`src/rtl/fetch_unit.sv`:
```
// LEGv8 instruction fetch stage: owns the fetch PC, issues one outstanding word read
// at a time over req/ack, and buffers tagged instructions in a small FIFO for decode.
module fetch_unit #(
  parameter int          DEPTH    = 4,
  parameter logic [63:0] RESET_PC = 64'h0
) (
  input  logic        clk,
  input  logic        reset,
  output logic        imem_req,
  output logic [63:0] imem_addr,
  input  logic        imem_ack,
  input  logic [31:0] imem_rdata,
  input  logic        redirect_valid,
  input  logic [63:0] redirect_pc,
  output logic        inst_valid,
  output logic [31:0] inst,
  output logic [63:0] inst_pc,
  input  logic        inst_ready
);

  localparam int PW = (DEPTH > 1) ? $clog2(DEPTH) : 1;
  localparam int CW = PW + 1;

  typedef enum logic [1:0] {
    S_IDLE,
    S_WAIT,
    S_DROP
  } state_t;

  state_t        state_q, state_d;
  logic [63:0]   fpc_q, fpc_d;
  logic [63:0]   addr_q, addr_d;
  logic          req_q, req_d;
  logic [CW-1:0] count_q, count_d;
  logic [PW-1:0] rd_ptr_q, rd_ptr_d;
  logic [PW-1:0] wr_ptr_q, wr_ptr_d;

  logic [31:0]   inst_mem_q [DEPTH];
  logic [63:0]   pc_mem_q   [DEPTH];

  logic          xfer;
  logic          pop;
  logic          push;
  logic          room_next;
  logic [63:0]   redirect_target;
  logic [63:0]   addr_inc;
  logic          unused_redirect_lsbs;

  assign xfer                 = req_q & imem_ack;
  assign pop                  = (count_q != '0) & inst_ready;
  assign push                 = (state_q == S_WAIT) & xfer & ~redirect_valid;
  assign redirect_target      = {redirect_pc[63:2], 2'b00};
  assign unused_redirect_lsbs = ^redirect_pc[1:0];
  assign addr_inc             = addr_q + 64'd4;

  // The occupancy after this edge already counts the response still in flight,
  // so a new request is only issued when its data is guaranteed a slot.
  always_comb begin
    count_d  = count_q;
    rd_ptr_d = rd_ptr_q;
    wr_ptr_d = wr_ptr_q;
    if (redirect_valid) begin
      count_d  = '0;
      rd_ptr_d = '0;
      wr_ptr_d = '0;
    end else begin
      count_d  = count_q + CW'(push) - CW'(pop);
      rd_ptr_d = rd_ptr_q + PW'(pop);
      wr_ptr_d = wr_ptr_q + PW'(push);
    end
  end

  assign room_next = (count_d < CW'(DEPTH));

  always_comb begin
    state_d = state_q;
    fpc_d   = fpc_q;
    addr_d  = addr_q;
    req_d   = req_q;
    if (redirect_valid) begin
      fpc_d = redirect_target;
    end
    case (state_q)
      S_IDLE: begin
        if (!redirect_valid && room_next) begin
          state_d = S_WAIT;
          req_d   = 1'b1;
          addr_d  = fpc_q;
        end
      end
      S_WAIT: begin
        if (redirect_valid) begin
          // Without an ack the request must stay up; its data is thrown away in DROP.
          if (xfer) begin
            state_d = S_IDLE;
            req_d   = 1'b0;
          end else begin
            state_d = S_DROP;
          end
        end else if (xfer) begin
          fpc_d = addr_inc;
          if (room_next) begin
            addr_d = addr_inc;
          end else begin
            state_d = S_IDLE;
            req_d   = 1'b0;
          end
        end
      end
      S_DROP: begin
        if (xfer) begin
          state_d = S_IDLE;
          req_d   = 1'b0;
        end
      end
      default: begin
        state_d = S_IDLE;
        req_d   = 1'b0;
      end
    endcase
  end

  always_ff @(posedge clk or posedge reset) begin
    if (reset) begin
      state_q  <= S_IDLE;
      fpc_q    <= RESET_PC;
      addr_q   <= RESET_PC;
      req_q    <= 1'b0;
      count_q  <= '0;
      rd_ptr_q <= '0;
      wr_ptr_q <= '0;
    end else begin
      state_q  <= state_d;
      fpc_q    <= fpc_d;
      addr_q   <= addr_d;
      req_q    <= req_d;
      count_q  <= count_d;
      rd_ptr_q <= rd_ptr_d;
      wr_ptr_q <= wr_ptr_d;
    end
  end

  // Storage needs no reset: occupancy alone decides what is valid.
  always_ff @(posedge clk) begin
    if (push) begin
      inst_mem_q[wr_ptr_q] <= imem_rdata;
      pc_mem_q[wr_ptr_q]   <= addr_q;
    end
  end

  assign imem_req   = req_q;
  assign imem_addr  = addr_q;
  assign inst_valid = (count_q != '0);
  assign inst       = inst_mem_q[rd_ptr_q];
  assign inst_pc    = pc_mem_q[rd_ptr_q];

endmodule

```
`config.mk`:
```
export PLATFORM = sky130hd
export DESIGN_NAME = fetch_unit
export DESIGN_NICKNAME = d
export VERILOG_FILES = /design/src/rtl/fetch_unit.sv
export SDC_FILE = /design/constraint.sdc
export NUM_CORES = 1
export LEC_CHECK = 0
export CAP_MARGIN = 20
export CELL_PAD_IN_SITES_DETAIL_PLACEMENT = 0
export CELL_PAD_IN_SITES_GLOBAL_PLACEMENT = 2
export CORE_AREA = 2 2 251 253
export DETAILED_ROUTE_END_ITERATION = 7
export DIE_AREA = 0 0 253 255
export PLACE_DENSITY = 0.79
export SYNTH_ARGS = -nofsm -noshare
export SYNTH_HDL_FRONTEND = slang
export SYNTH_SLANG_ARGS = --single-unit
```
`constraint.sdc`:
```
create_clock -name clk -period 9.8 [get_ports clk]
set_clock_uncertainty 0.15 [all_clocks]
set_input_delay 1.47 -clock clk [delete_from_list [all_inputs] [get_ports clk]]
set_output_delay 1.47 -clock clk [all_outputs]
set_load 0.03 [all_outputs]
```
* Yosys cells after proc, flatten, opt, wreduce, memory -nomap -nowiden *
Memories as Yosys holds them, arrays and structs flattened.
Index checks and enable logic that the tools add are counted.

word-level totals
  register bits after elaboration = 138
  memory bits (writable) = 384
  bits of input ports = 101
  output and inout port bits = 162
  logic and storage cells = 64
  memories kept = 2

memory list
  name        words  width  read ports  clocked after memory_dff  write ports  RTL line  source
  pc_mem_q    4      64     1           0                         1            39        logic [63:0] pc_mem_q [DEPTH];
  inst_mem_q  4      32     1           0                         1            38        logic [31:0] inst_mem_q [DEPTH];

operators by class
  $add $sub $neg = 5
  $lt $le $gt $ge = 1
  equality and inequality tests = 9
  mux-type cells = 27
  bitwise logic cells = 5
  reduce and logical (&&, ||, !) cells = 8

operators with widths
  cell                                                              count
  64-bit two-way mux                                                8
  64-bit case mux with 2 select lines                               1
  64-bit by 3-bit adder with 64-bit output (second input constant)  1
  2-bit two-way mux                                                 8
  2-bit inequality test (second input constant)                     5
  1-bit two-way mux                                                 7
  3-bit inequality test (second input constant)                     2
  2-bit case mux with 3 select lines                                1
  5-bit AND reduction                                               1
  2-bit by 1-bit adder with 2-bit output                            2
  1-bit bitwise AND                                                 4
  4-bit AND reduction                                               1
  3-bit by 1-bit adder with 3-bit output                            1
  3-bit < comparator (second input constant)                        1
  3-bit two-way mux                                                 1
  1-bit case mux with 3 select lines                                1
  3-bit AND reduction                                               1
  3-bit nonzero test                                                1
  3-bit by 1-bit subtractor with 3-bit output                       1
  2-bit by 1-bit == test with 1-bit output (second input constant)  1
  2-bit == test (second input constant)                             1
  2-bit logical NOT                                                 1
  2-bit nonzero test                                                1
  1-bit logical AND                                                 1
  2 further kinds                                                   2

* Depth between registers and ports, before layout *
Gate-level depths: netlist of the first run.

  word-level depth = 11
  gate-level depth with buffers = 17
  mapped depth without buffers = 13

* Least setup slack after synthesis of the first run *
Ideal clock, no wire load.

  kind = in2reg
  start = in imem_ack
  end = mem inst_mem_q[1][0] (enable)
  setup time = 0.688 ns
  data arrival time = 9.297 ns
  required time = 8.962 ns
  setup slack = -0.335 ns
  stages on the path = 5
  path through = nand2_1 > or3_1 > clkbuf_1 > clkbuf_1 > nor3b_1

on the way
  longest elaborated chain between the ends = 5

RTL lines
  element                                  RTL line  source
  start: declaration                       11        input logic imem_ack,
  1-bit bitwise AND                        49        assign xfer = req_q & imem_ack;
  1-bit bitwise AND (2 in a row)           51        assign push = (state_q == S_WAIT) & xfer & ~redirect_valid;
  1-bit two-way mux                        145       if (push) begin
  1-bit two-way mux (not written as such)  146       inst_mem_q[wr_ptr_q] <= imem_rdata;
  end: declaration                         38

No other way between the ends.

* Worst setup path in the final report of the first run *
  start = in imem_ack
  end = reg addr_q[23] (netlist: imem_addr[23])

on the way
  longest elaborated chain between the ends = 10
  elaborated cells between the ends (all ways) = 12
  those cells by class = add/sub: 2; order compare: 1; eq/ne: 3; mux: 1; bitwise: 3; reduce/logical: 2

RTL lines
  element                                      RTL line  source
  1-bit bitwise AND (*)                        49
  1-bit bitwise AND (2 in a row)               51
  3-bit by 1-bit adder with 3-bit output       67        count_d = count_q + CW'(push) - CW'(pop);
  3-bit by 1-bit subtractor with 3-bit output  67
  3-bit two-way mux                            62        if (redirect_valid) begin
  3-bit < comparator                           73        assign room_next = (count_d < CW'(DEPTH));
  1-bit logical AND                            85        if (!redirect_valid && room_next) begin
  2-bit inequality test (no source line)       --
  5-bit AND reduction (no source line) (*)     --
  end signal: assignment                       135       addr_q <= addr_d;
  end: declaration                             32        logic [63:0] addr_q, addr_d;

Every way passes the cells marked *; elsewhere a longest branch is shown, timed or not.
A chain may end at the register's enable or synchronous reset.

==> results of run 1 <==
-- where the power goes --
part | internal (mW) | switching, mW
Sequential | 2.76 | 0.543
Combinational | 1.16 | 1.54
Clock | 1.30 | 0.890
-- cell type report --
cell class              instances  area (um^2)
well taps                     799        999.7
diodes                          3        7.507
repair buffers                283         2783
clock buffers                  65         1414
clock inverters                38        494.2
fillers                      5456        34680
multi-input cells             850         6740
inverters                      13        53.80
flip-flops and latches        522        14990
-- placed cells by master, fill, tap and decap left out, drive strengths merged, types with 5 or more instances in the layout --
| cell | instances |
|---|---|
| edfxtp | 384 |
| clkdlybuf4s50 | 259 |
| dfrtp | 138 |
| nand2 | 123 |
| a21oi | 107 |
| mux4 | 96 |
| nor2 | 89 |
| o21ai | 68 |
| clkbuf | 66 |
| nand3 | 38 |
| xnor2 | 31 |
| nand4 | 29 |
| o22ai | 27 |
| xor2 | 24 |
| buf | 23 |
| and4 | 22 |
| clkinv | 21 |
| a2bb2oi | 17 |
| nor3b | 17 |
| nor3 | 17 |
| and3 | 16 |
| inv | 15 |
| mux2i | 14 |
| a31oi | 11 |
| o22a | 11 |
| o31ai | 11 |
| bufinv | 10 |
| nor4 | 10 |
| o221ai | 7 |
| and2 | 6 |
| nor2b | 6 |
| o21a | 5 |
| ha | 5 |
| clkinvlp | 5 |
-- cells in the mapped netlist, types with 7 or more instances --
master	n
sky130_fd_sc_hd__edfxtp_1	384
sky130_fd_sc_hd__xnor2_1	31
sky130_fd_sc_hd__dfrtp_1	138
sky130_fd_sc_hd__a21oi_1	107
sky130_fd_sc_hd__o31ai_1	11
sky130_fd_sc_hd__a2bb2oi_1	17
sky130_fd_sc_hd__nor3_1	16
sky130_fd_sc_hd__mux2i_1	14
sky130_fd_sc_hd__and4_1	20
sky130_fd_sc_hd__xor2_1	24
sky130_fd_sc_hd__inv_1	13
sky130_fd_sc_hd__nand2_1	123
sky130_fd_sc_hd__clkbuf_1	70
sky130_fd_sc_hd__nor4_1	8
sky130_fd_sc_hd__nor2_1	88
sky130_fd_sc_hd__buf_2	14
sky130_fd_sc_hd__buf_1	15
sky130_fd_sc_hd__o22ai_1	27
sky130_fd_sc_hd__nand4_1	26
sky130_fd_sc_hd__o21ai_0	67
sky130_fd_sc_hd__a31oi_1	11
sky130_fd_sc_hd__nand3_1	36
sky130_fd_sc_hd__nor3b_1	17
sky130_fd_sc_hd__mux4_2	96
sky130_fd_sc_hd__o221ai_1	7
sky130_fd_sc_hd__and3_1	14
sky130_fd_sc_hd__o22a_1	11
-- registers in the layout (all words and copies together) (netlist names) --
| signal | cells |
|---|---|
| fpc_q | 64 |
| rd_ptr_q | 2 |
| inst_mem_q | 128 |
| wr_ptr_q | 2 |
| count_q | 3 |
| pc_mem_q | 256 |
| imem_req | 1 |
| state_q | 2 |
| imem_addr | 64 |
-- cell families after synthesis --
logic type               Yosys count  share of synthesized area [%]
AO/OA/AOI/OAI                    288                          7.869
XOR/XNOR                          55                          2.178
adder cells (fa/ha/maj)            6                         0.3733
buffers and inverters            116                          2.104
flip-flops                       522                          67.75
multiplexers                     113                          10.56
AND/OR/NAND/NOR                  388                          9.170
-- worst paths after layout --
kind	from	to
min in group asynchronous	reset	fpc_q[37]
worst min-delay path	fpc_q[0]	imem_addr[0]
worst min register to register	fpc_q[0]	imem_addr[0]
worst max-delay path	imem_ack	imem_addr[23]
worst max register to register	state_q[1]	imem_addr[23]
max in group asynchronous	reset	rd_ptr_q[0]
-- per-layer routing --
metal	GRT usage [%]	routed length, um
met5	0	65
met3	3.427	2806
met2	29.00	28080
met4	5.106	1293
met1	24.04	25580
==> metrics.log, run 1 <==
INFO  metric routed_wire_length_per_instance = between 20 and 25 um
INFO  metric holdCritPathClass = reg -> reg
INFO  metric place.gp.congestion = around 0.75
INFO  metric ys.warnings.count = 0
INFO  metric hpwl = roughly 36 mm
INFO  metric worst_slew_margin_rel = between 30% and 40%
INFO  metric leakage = roughly 9.2 nW
INFO  metric h-tree-depth = 2
INFO  metric postSynth.topFlopCell = sky130_fd_sc_hd__edfxtp_1
INFO  metric initial_antenna_violation_count = 7
INFO  metric run_status = completed
INFO  metric grt_setup_unrepaired = false
INFO  metric fin_total_pwr = slightly above 8 mW
INFO  metric layout.cells.non_filler = approximately 2,600
INFO  metric category_of_cells_accounting_for_the_largest_share_of_critical_path_delay = simple AND/OR/NAND/NOR gates
INFO  metric postCtsSetupBuffers = 0
INFO  metric globalRoute.totalOverflow = 0
INFO  metric final_core_utilization = approximately 44%
INFO  metric initial_core_util = between 30% and 40%
INFO  metric end_kind = register
INFO  metric total_detailed_routing_wirelength = a little under 60 mm
INFO  metric insertion_delay = roughly 0.62 ns
INFO  metric max-cap-violations = 0
INFO  metric power_density = approximately 300 mW/mm^2
INFO  metric chipHeight = approximately 260 um
INFO  metric maxSlewViolCount = 0
INFO  metric worst-r2r-setup-slack = approximately 5 ns
INFO  metric crit_chain = clkdlybuf4s50_1, nand2_1, or3_1, ha_1, inv_1, ha_1, inv_1, fa_1, xor2_1, xnor2_1, and3_2, buf_4, o21ai_0, nand2_1, o21ai_0
INFO  metric finalHoldWorstSlack = 0.3570 ns
INFO  metric portBuffers = 260
INFO  metric critical_path_required = roughly 10 ns
INFO  metric placementRows = 92
INFO  metric synthesis.area_per_instance = roughly 15 um^2
INFO  metric synth_edf_count = 384
INFO  metric post_route_cells_drive_above_1_share = between 10% and 20%
INFO  metric cts-root-buf = sky130_fd_sc_hd__clkbuf_16
INFO  metric synthTopCellsByArea = sky130_fd_sc_hd__edfxtp_1 (52%), sky130_fd_sc_hd__dfrtp_1 (16%), sky130_fd_sc_hd__mux4_2 (9.8%)
INFO  metric syn_area = approximately 0.022 mm^2
INFO  metric synth.ff_latch_count = 522
INFO  metric final_report_hold_violation_count = 0
INFO  metric critical_path_class = in -> reg
INFO  metric postSynthCellCount = around 1,500
INFO  metric ys_async_sr_fraction = roughly a quarter
INFO  metric fmax = 184.5 MHz
INFO  metric cp.arrival = ~5.7 ns
INFO  metric ios = 263
INFO  metric cp.depth = 15
INFO  metric crit_slowest_cell = sky130_fd_sc_hd__and3_2
INFO  metric setup_ws = around 4.4 ns
INFO  metric startpoint_type = input port
INFO  metric worst_hold_path.num_cells = 1
INFO  metric tritoncts_num_sinks = 522
INFO  metric fin_crit_sh = 55.31%
INFO  metric placement.setup.worst_slack = roughly 3.8 ns
INFO  metric report.final.setup_viol = 0
INFO  metric placedInstanceArea = roughly 0.026 mm^2
INFO  metric synth.net_count = 1,595
INFO  metric tritoncts = yes
INFO  metric post_synth_num_cell_types = between 60 and 70
INFO  metric synth_top_cell_by_area = sky130_fd_sc_hd__edfxtp_1
INFO  metric worstRegToRegCells = 15
INFO  metric critical_path.max_stage_delay = ~0.7 ns
INFO  metric ant_nets = 0
INFO  metric worstPathMaxFanout = 34
INFO  metric placed_cells = roughly 2,500
INFO  metric grt_pass1_wl = between 80 and 90 mm
INFO  metric max-vdd-ir-drop = between 0.1 and 0.15 mV
INFO  metric initialDrtViolationCount = around 740
INFO  metric fp.dieArea = 0.06452 mm^2
INFO  metric routed_via_density = around 5.4
INFO  metric fp.dieW = around 250 um
INFO  metric clk_pin_slew = ~0.06 ns
INFO  metric setup_tns = 0 ns
INFO  metric cts_buffer_count = 55
INFO  metric remaining_drc_errors = 0
INFO  metric core-area = 0.06216 mm^2
INFO  metric synthesis_to_layout_area_growth = 24.26%
INFO  metric grt_start_max_net_pins = 90
INFO  metric final_area = approximately 0.027 mm^2
INFO  metric cts-resized-gates = 0
INFO  metric synth.yosys.seq_area_share = around 68%
INFO  metric global_route.usage.total = between 15 and 20%
INFO  metric nets = between 1,500 and 2,000
INFO  metric synth_top_cell_area_share = around 52%
INFO  metric via_count_of_the_first_global_routing_pass = between 10,000 and 15,000
INFO  metric cts_hold_buffers = 0
INFO  metric drt_pre_antenna_iters = 5
INFO  metric worst_tran_pin_value = between 1 and 1.5 ns
INFO  metric route.vias.total = roughly 14,000
INFO  metric final_period_demand_of_the_worst_path = between 5 and 6 ns
INFO  metric cts_buffer_depth = 3
INFO  metric cp_num_buf_inv = 4
Note: power is estimated with default switching activity, not from simulation.
==> run 2, diff against run 1 <==
==> constraint.sdc (replaced) <==
create_clock -name clk -period 4.65 [get_ports clk]
set_clock_uncertainty 0.15 [all_clocks]
set_input_delay 0.6975 -clock clk [delete_from_list [all_inputs] [get_ports clk]]
set_output_delay 0.6975 -clock clk [all_outputs]
set_load 0.03 [all_outputs]
==> run 2 against run 1 <==
Count of clock-buffer cells in the layout grew 2. Largest cell class unchanged. Core utilization increased by 0.20 points. Combinational power grew 120%. Largest power group unchanged. Clock power up 93%. Non-clock buffer count is 24 higher. Highest routed layer unchanged. First-iteration DRC count increased by 33%. Global-route usage rose by 0.43 points. Sequential power rose by 110%. Die area is the same. Final cell count rose by 0.66%. Design area rose by 0.45%.
==> metrics.log, run 2 (synthesis gave the netlist of run 1 again) <==
INFO  metric grt_start_max_net_pins = ~100
INFO  metric critical_path_required = between 5 and 6 ns
INFO  metric chipHeight = about 260 um
INFO  metric run_status = completed
INFO  metric cp.arrival = 4.26 ns
INFO  metric final_report_hold_violation_count = 0
INFO  metric clk_pin_slew = 0.06 ns
INFO  metric global_route.usage.total = 18.12%
INFO  metric route.vias.total = 13,770
INFO  metric placement.setup.worst_slack = 0.1473 ns
INFO  metric max-vdd-ir-drop = ~0.27 mV
INFO  metric setup_tns = 0 ns
INFO  metric power_density = roughly 620 mW/mm^2
INFO  metric final_core_utilization = 44.41%
INFO  metric grt_pass1_wl = between 80 and 90 mm
INFO  metric tritoncts = yes
INFO  metric insertion_delay = approximately 0.6 ns
INFO  metric largest-register = pc_mem_q
INFO  metric placementRows = 92
INFO  metric critical_path_class = in -> reg
INFO  metric largest_registers_in_the_final_layout = pc_mem_q: 256 flops, inst_mem_q: 128 flops
INFO  metric maxSlewViolCount = 0
INFO  metric grt_setup_unrepaired = false
INFO  metric drt_pre_antenna_iters = 5
INFO  metric remaining_drc_errors = 0
INFO  metric cts-root-buf = sky130_fd_sc_hd__clkbuf_16
INFO  metric tritoncts_num_sinks = between 500 and 600
INFO  metric total_detailed_routing_wirelength = 58.62 mm
INFO  metric globalRoute.totalOverflow = 0
INFO  metric holdCritPathClass = reg -> reg
INFO  metric fillers = 5,505
INFO  metric cts-resized-gates = 0
INFO  metric place.gp.congestion = around 0.76
INFO  metric h-tree-depth = 2
INFO  metric end_kind = register
INFO  metric ios = 263
INFO  metric hpwl = between 30 and 40 mm
INFO  metric fp.dieW = between 200 and 300 um
INFO  metric setup_ws = 0.7777 ns
INFO  metric largest_register_ffs = 256
INFO  metric cts_buffer_depth = 3
INFO  metric ant_nets = 0
INFO  metric final_period_demand_of_the_worst_path = 3.872 ns
INFO  metric post_route_cells_drive_above_1_share = about 14%
INFO  metric portBuffers = 260
INFO  metric routed_wire_length_per_instance = 22.63 um
INFO  metric postCtsSetupBuffers = 0
INFO  metric worst_tran_pin_value = 1.078 ns
INFO  metric initialDrtViolationCount = 988
INFO  metric worst_slew_margin_rel = between 20 and 30%
INFO  metric report.final.setup_viol = 0
INFO  metric synthesis_to_layout_area_growth = 24.81%
INFO  metric via_count_of_the_first_global_routing_pass = around 14,000
INFO  metric cts_buffer_count = between 50 and 60
INFO  metric cts_hold_buffers = 0
INFO  metric max-cap-violations = 0
INFO  metric initial_core_util = 35.58%
INFO  metric mostFrequentLayoutCells = sky130_fd_sc_hd__edfxtp_1 (384), sky130_fd_sc_hd__clkdlybuf4s50_1 (259), sky130_fd_sc_hd__dfrtp_1 (136), sky130_fd_sc_hd__nand2_1 (123), sky130_fd_sc_hd__a21oi_1 (107)
INFO  metric fin_crit_sh = between 80% and 90%
INFO  metric layout.cells.most_common = sky130_fd_sc_hd__edfxtp_1
INFO  metric fmax = roughly 260 MHz
INFO  metric fp.dieArea = 0.06452 mm^2
INFO  metric initial_antenna_violation_count = 6
INFO  metric leakage = 9.294 nW
INFO  metric worstPathMaxFanout = 18
INFO  metric routed_via_density = ~5.3
INFO  metric startpoint_type = input port
INFO  metric antenna_cells_inserted = 0
INFO  metric nets = 1,855
INFO  metric core-area = 0.06216 mm^2
-- run 2: changes by cell type in the layout (fill, tap and decap cells not counted), moves of 2 or more --
cell                         change
sky130_fd_sc_hd__diode_2         -3
sky130_fd_sc_hd__bufinv_16       -5
sky130_fd_sc_hd__buf_4          +14
sky130_fd_sc_hd__clkinv_4        -3
sky130_fd_sc_hd__clkbuf_1        +2
sky130_fd_sc_hd__clkinv_2        +4
sky130_fd_sc_hd__clkinvlp_4      -2
sky130_fd_sc_hd__buf_12         +11
-- run 2: metal layers --
metal  global-route usage [%]  share of wire, %
met1                    24.80                44
met2                    29.90                49
met3                    3.336               5.1
met4                    4.683               2.1
met5                        0              0.14
-- run 2: cell type report --
cell class / count / area (um^2) / share of cell area, %
clock buffers: 67 / 1410 / 5.108
inverters: 13 / 53.80 / 0.1949
multi-input cells: 850 / 6746 / 24.44
well taps: 799 / 999.7 / 3.621
repair buffers: 307 / 3103 / 11.24
clock inverters: 32 / 301.5 / 1.092
flip-flops and latches: 522 / 14990 / 54.31
-- run 2: path summary, 6_finish.rpt --
| kind | start | to | slack (ns) | cells after the start |
|---|---|---|---|---|
| min in group asynchronous | reset | fpc_q[47] | 0.46 | 2 |
| min | fpc_q[2] | imem_addr[2] | 0.35 | 2 |
| max reg2reg | count_q[1] | imem_addr[56] | 0.92 | 14 |
| max | imem_ack | imem_addr[56] | 0.78 | 15 |
| max in group asynchronous | reset | fpc_q[1] | 3.01 | 3 |
| min reg2reg | fpc_q[2] | imem_addr[2] | 0.35 | 2 |
-- run 2: power by group --
group / switching (mW) / internal (mW)
sequential: 0.984 / 5.82
combinational: 3.46 / 2.61
clock: 1.80 / 2.43
-- run 2: worst max-delay path, cell delays in order --
cell	delay [ns]
sky130_fd_sc_hd__clkdlybuf4s50_1	0.57
sky130_fd_sc_hd__nand2_1	0.17
sky130_fd_sc_hd__or3_1	0.40
sky130_fd_sc_hd__ha_1	0.28
sky130_fd_sc_hd__inv_1	0.06
sky130_fd_sc_hd__ha_1	0.13
sky130_fd_sc_hd__inv_1	0.04
sky130_fd_sc_hd__fa_1	0.37
sky130_fd_sc_hd__xor2_1	0.19
sky130_fd_sc_hd__xnor2_1	0.13
sky130_fd_sc_hd__buf_4	0.16
sky130_fd_sc_hd__nand3_4	0.27
sky130_fd_sc_hd__or3_1	0.43
sky130_fd_sc_hd__mux2_1	0.28
sky130_fd_sc_hd__nand3_1	0.06
-- run 2: metrics by stage --
step	cell area [um^2]	hold WS [ns]	instances	total power [mW]
after global placement	25890	0.3428	2491	12.93
after global routing	27610	0.3917	2590	18.00
final	27610	0.3523	2590	17.10
after detailed placement	25890	0.3500	2491	13.04
after floorplan	22140	0.3172	1488	10.44
after CTS	27610	0.3651	2590	17.32
==> run 3, diff against run 2 <==
==> constraint.sdc (replaced) <==
create_clock -name clk -period 3.1 [get_ports clk]
set_clock_uncertainty 0.15 [all_clocks]
set_input_delay 0.465 -clock clk [delete_from_list [all_inputs] [get_ports clk]]
set_output_delay 0.465 -clock clk [all_outputs]
set_load 0.03 [all_outputs]
==> run 3 against run 2 <==
Non-clock buffer count up 118. Wire length grew 7.3%. Final cell count up 4.7%. Power is 64% higher. Setup slack lost 0.94 ns. Via count grew 5.4%. Largest cell class unchanged. Sequential power is 39% higher. Critical path depth did not move. Register-to-register slack lost 1.1 ns. First-iteration DRC count decreased by 9.8%. Critical endpoint is now imem_addr[50]. Flip-flop and latch count is the same. The flow now finishes with violations (negative setup slack).
==> metrics.log, run 3 (synthesis gave the netlist of run 1 again) <==
INFO  metric run_status = finished with violations
INFO  metric violations = negative setup slack
INFO  metric final_core_utilization = 47.46%
INFO  metric final_report_hold_violation_count = 0
INFO  metric grt_pass1_wl = roughly 94 mm
INFO  metric final_period_demand_of_the_worst_path = 3.263 ns
INFO  metric drt_pre_antenna_iters = 5
INFO  metric max-vdd-ir-drop = 0.5848 mV
INFO  metric cts_buffer_count = 54
INFO  metric global_route.usage.total = a little under 20%
INFO  metric fin_crit_sh = 105.2%
INFO  metric synthesis_to_layout_area_growth = 33.36%
INFO  metric routed_via_density = 5.351
INFO  metric cts-root-buf = sky130_fd_sc_hd__clkbuf_16
INFO  metric crit_slowest_cell = sky130_fd_sc_hd__or3_4
INFO  metric end_kind = register
INFO  metric fmax = slightly above 300 MHz
INFO  metric remaining_drc_errors = 0
INFO  metric cp.arrival = roughly 3.6 ns
INFO  metric hpwl = 40.37 mm
INFO  metric total_detailed_routing_wirelength = between 60 and 70 mm
INFO  metric setup_tns = -4.168 ns
INFO  metric placed_cells = 2,580
INFO  metric cp_num_buf_inv = 5
INFO  metric initial_core_util = 35.58%
INFO  metric post_route_cells_drive_above_1_share = about a quarter
INFO  metric report.final.setup_viol = 56
INFO  metric placementRows = 92
INFO  metric critical_path.max_stage_delay = 0.39 ns
INFO  metric portBuffers = between 200 and 300
INFO  metric via_count_of_the_first_global_routing_pass = approximately 15,000
INFO  metric cts_hold_buffers = 0
INFO  metric leakage = ~10 nW
INFO  metric nets = just under 2,000
INFO  metric initial_antenna_violation_count = 5
INFO  metric worstPathMaxFanout = 6
INFO  metric tritoncts = yes
INFO  metric layout.cells.most_common = sky130_fd_sc_hd__edfxtp_1
INFO  metric fp.dieW = around 250 um
INFO  metric cpMostUsedCell = sky130_fd_sc_hd__ha_4
INFO  metric critical_path_required = between 3 and 4 ns
INFO  metric crit_chain = or3_4, and2_4, ha_4, inv_4, ha_4, inv_2, fa_2, xor2_2, xnor2_2, buf_4, and3_4, buf_12, buf_16, o21a_1, o22a_1
INFO  metric h-tree-depth = 2
INFO  metric ios = around 260
INFO  metric mostFrequentLayoutCells = sky130_fd_sc_hd__edfxtp_1 (384), sky130_fd_sc_hd__clkdlybuf4s50_1 (166), sky130_fd_sc_hd__dfrtp_1 (135), sky130_fd_sc_hd__nand2_1 (121), sky130_fd_sc_hd__buf_4 (110)
INFO  metric startpoint_type = register
INFO  metric category_of_cells_accounting_for_the_largest_share_of_critical_path_delay = simple AND/OR/NAND/NOR gates
INFO  metric fillers = roughly 5,300
INFO  metric cts_buffer_depth = 3
INFO  metric routed_wire_length_per_instance = roughly 23 um
INFO  metric critical_path_class = reg -> reg
INFO  metric ant_nets = 0
INFO  metric max-cap-violations = 0
INFO  metric grt_setup_unrepaired = true
INFO  metric timing.rr.start = count_q[0]
INFO  metric holdCritPathClass = in -> async
INFO  metric largest_register_ffs = roughly 260
INFO  metric tritoncts_num_sinks = ~520
INFO  metric maxSlewViolCount = 0
INFO  metric chipHeight = 255 um
INFO  metric layout.cells.non_filler = 2,712
INFO  metric fp.dieArea = around 0.065 mm^2
INFO  metric globalRoute.totalOverflow = 0
INFO  metric core-area = just over 0.06 mm^2
INFO  metric largest_registers_in_the_final_layout = pc_mem_q: 256 flops, inst_mem_q: 128 flops
INFO  metric crit_start = count_q[0]
INFO  metric setup_ws = -0.1627 ns
INFO  metric clk_pin_slew = 0.06 ns
INFO  metric fin_total_pwr = 28.09 mW
INFO  metric initialDrtViolationCount = between 800 and 900
INFO  metric route.vias.total = between 10,000 and 15,000
INFO  metric insertion_delay = approximately 0.60 ns
INFO  metric power_density = between 900 and 1000 mW/mm^2
INFO  metric grt_start_max_net_pins = between 100 and 150
INFO  metric worst_tran_pin_value = 0.8324 ns
INFO  metric place.gp.congestion = between 0.7 and 0.8
INFO  metric largest-register = pc_mem_q
INFO  metric worst_slew_margin_rel = between 40% and 50%
[run 3: cell types whose count changed in the layout (fill, tap and decap cells not counted), sizes merged]
cell,change
buf,+122
clkdlybuf4s50,-93
dlygate4sd2,+66
clkbuf,+10
dlymetal6s2s,+8
clkinvlp,+6
clkinv,-3
diode,+3
clkdlybuf4s15,+2
inv,+1
[run 3: cell type report]
| type | count | area (um^2) | share of cell area, % |
|---|---|---|---|
| repair buffers | 425 | 4436 | 15.04 |
| clock buffers | 64 | 1430 | 4.848 |
| clock inverters | 36 | 332.8 | 1.128 |
| diodes | 3 | 7.507 | 0.02545 |
| flip-flops and latches | 522 | 14990 | 50.83 |
| inverters | 13 | 55.05 | 0.1866 |
| well taps | 799 | 999.7 | 3.389 |
| multi-input cells | 850 | 7244 | 24.56 |
[run 3: final timing paths]
| kind | endpoint | slack, ns | cells past startpoint |
|---|---|---|---|
| setup / recovery | imem_addr[50] | -0.16 | 15 |
| hold / removal | imem_addr[45] | 0.13 | 2 |
| setup reg to reg | imem_addr[50] | -0.16 | 15 |
| hold reg to reg | imem_addr[2] | 0.36 | 2 |
| max in group asynchronous | fpc_q[50] | 1.84 | 4 |
| min in group clk | fpc_q[53] | 0.28 | 3 |
[run 3: per-layer routing]
metal	vias to the layer above	share of wire, %	global-route usage [%]
li1	6563	-	-
met1	7525	43	25.95
met2	336	50	32.43
met3	83	4.9	3.529
met4	6	2.0	5.224
met5	-	0.057	0
[run 3: worst reg2reg max path: cells and delay by family (launching register included)]
| kind | cells | cell delay [ns] |
|---|---|---|
| AO/OA/AOI/OAI | 2 | 0.29 |
| XOR/XNOR | 2 | 0.36 |
| adder cells (fa/ha/maj) | 3 | 0.72 |
| buffers and inverters | 5 | 0.53 |
| flip-flops | 1 | 0.38 |
| AND/OR/NAND/NOR | 3 | 0.75 |
[run 3: what timing repair did]
action / CTS / global route
setup buffers: 13 / 12
resized for setup: 203 / 88
cloned: 13 / 0
pin swaps: 28 / 12
endpoints found under the setup margin: 153 / 93
[run 3: where the power goes]
part | switching [mW] | total, mW | internal, mW | leakage (nW)
clock | 2.78 | 6.51 | 3.72 | 0.851
sequential | 0.697 | 9.43 | 8.73 | 5.10
combinational | 6.91 | 12.2 | 5.24 | 4.36
total | 10.4 | 28.1 | 17.7 | 10.3
[run 3: per-stage QoR]
stage          setup slack (ns)  hold slack, ns  area, um^2
6_report                -0.1627          0.1339       29500
2_1_floorplan            -1.164          0.3172       22170
3_5_place_dp            -0.7862          0.3653       26800
5_1_grt                 -0.2717          0.1615       29500
4_1_cts                 -0.2265          0.1287       29380
3_3_place_gp            -0.7728          0.3527       26800
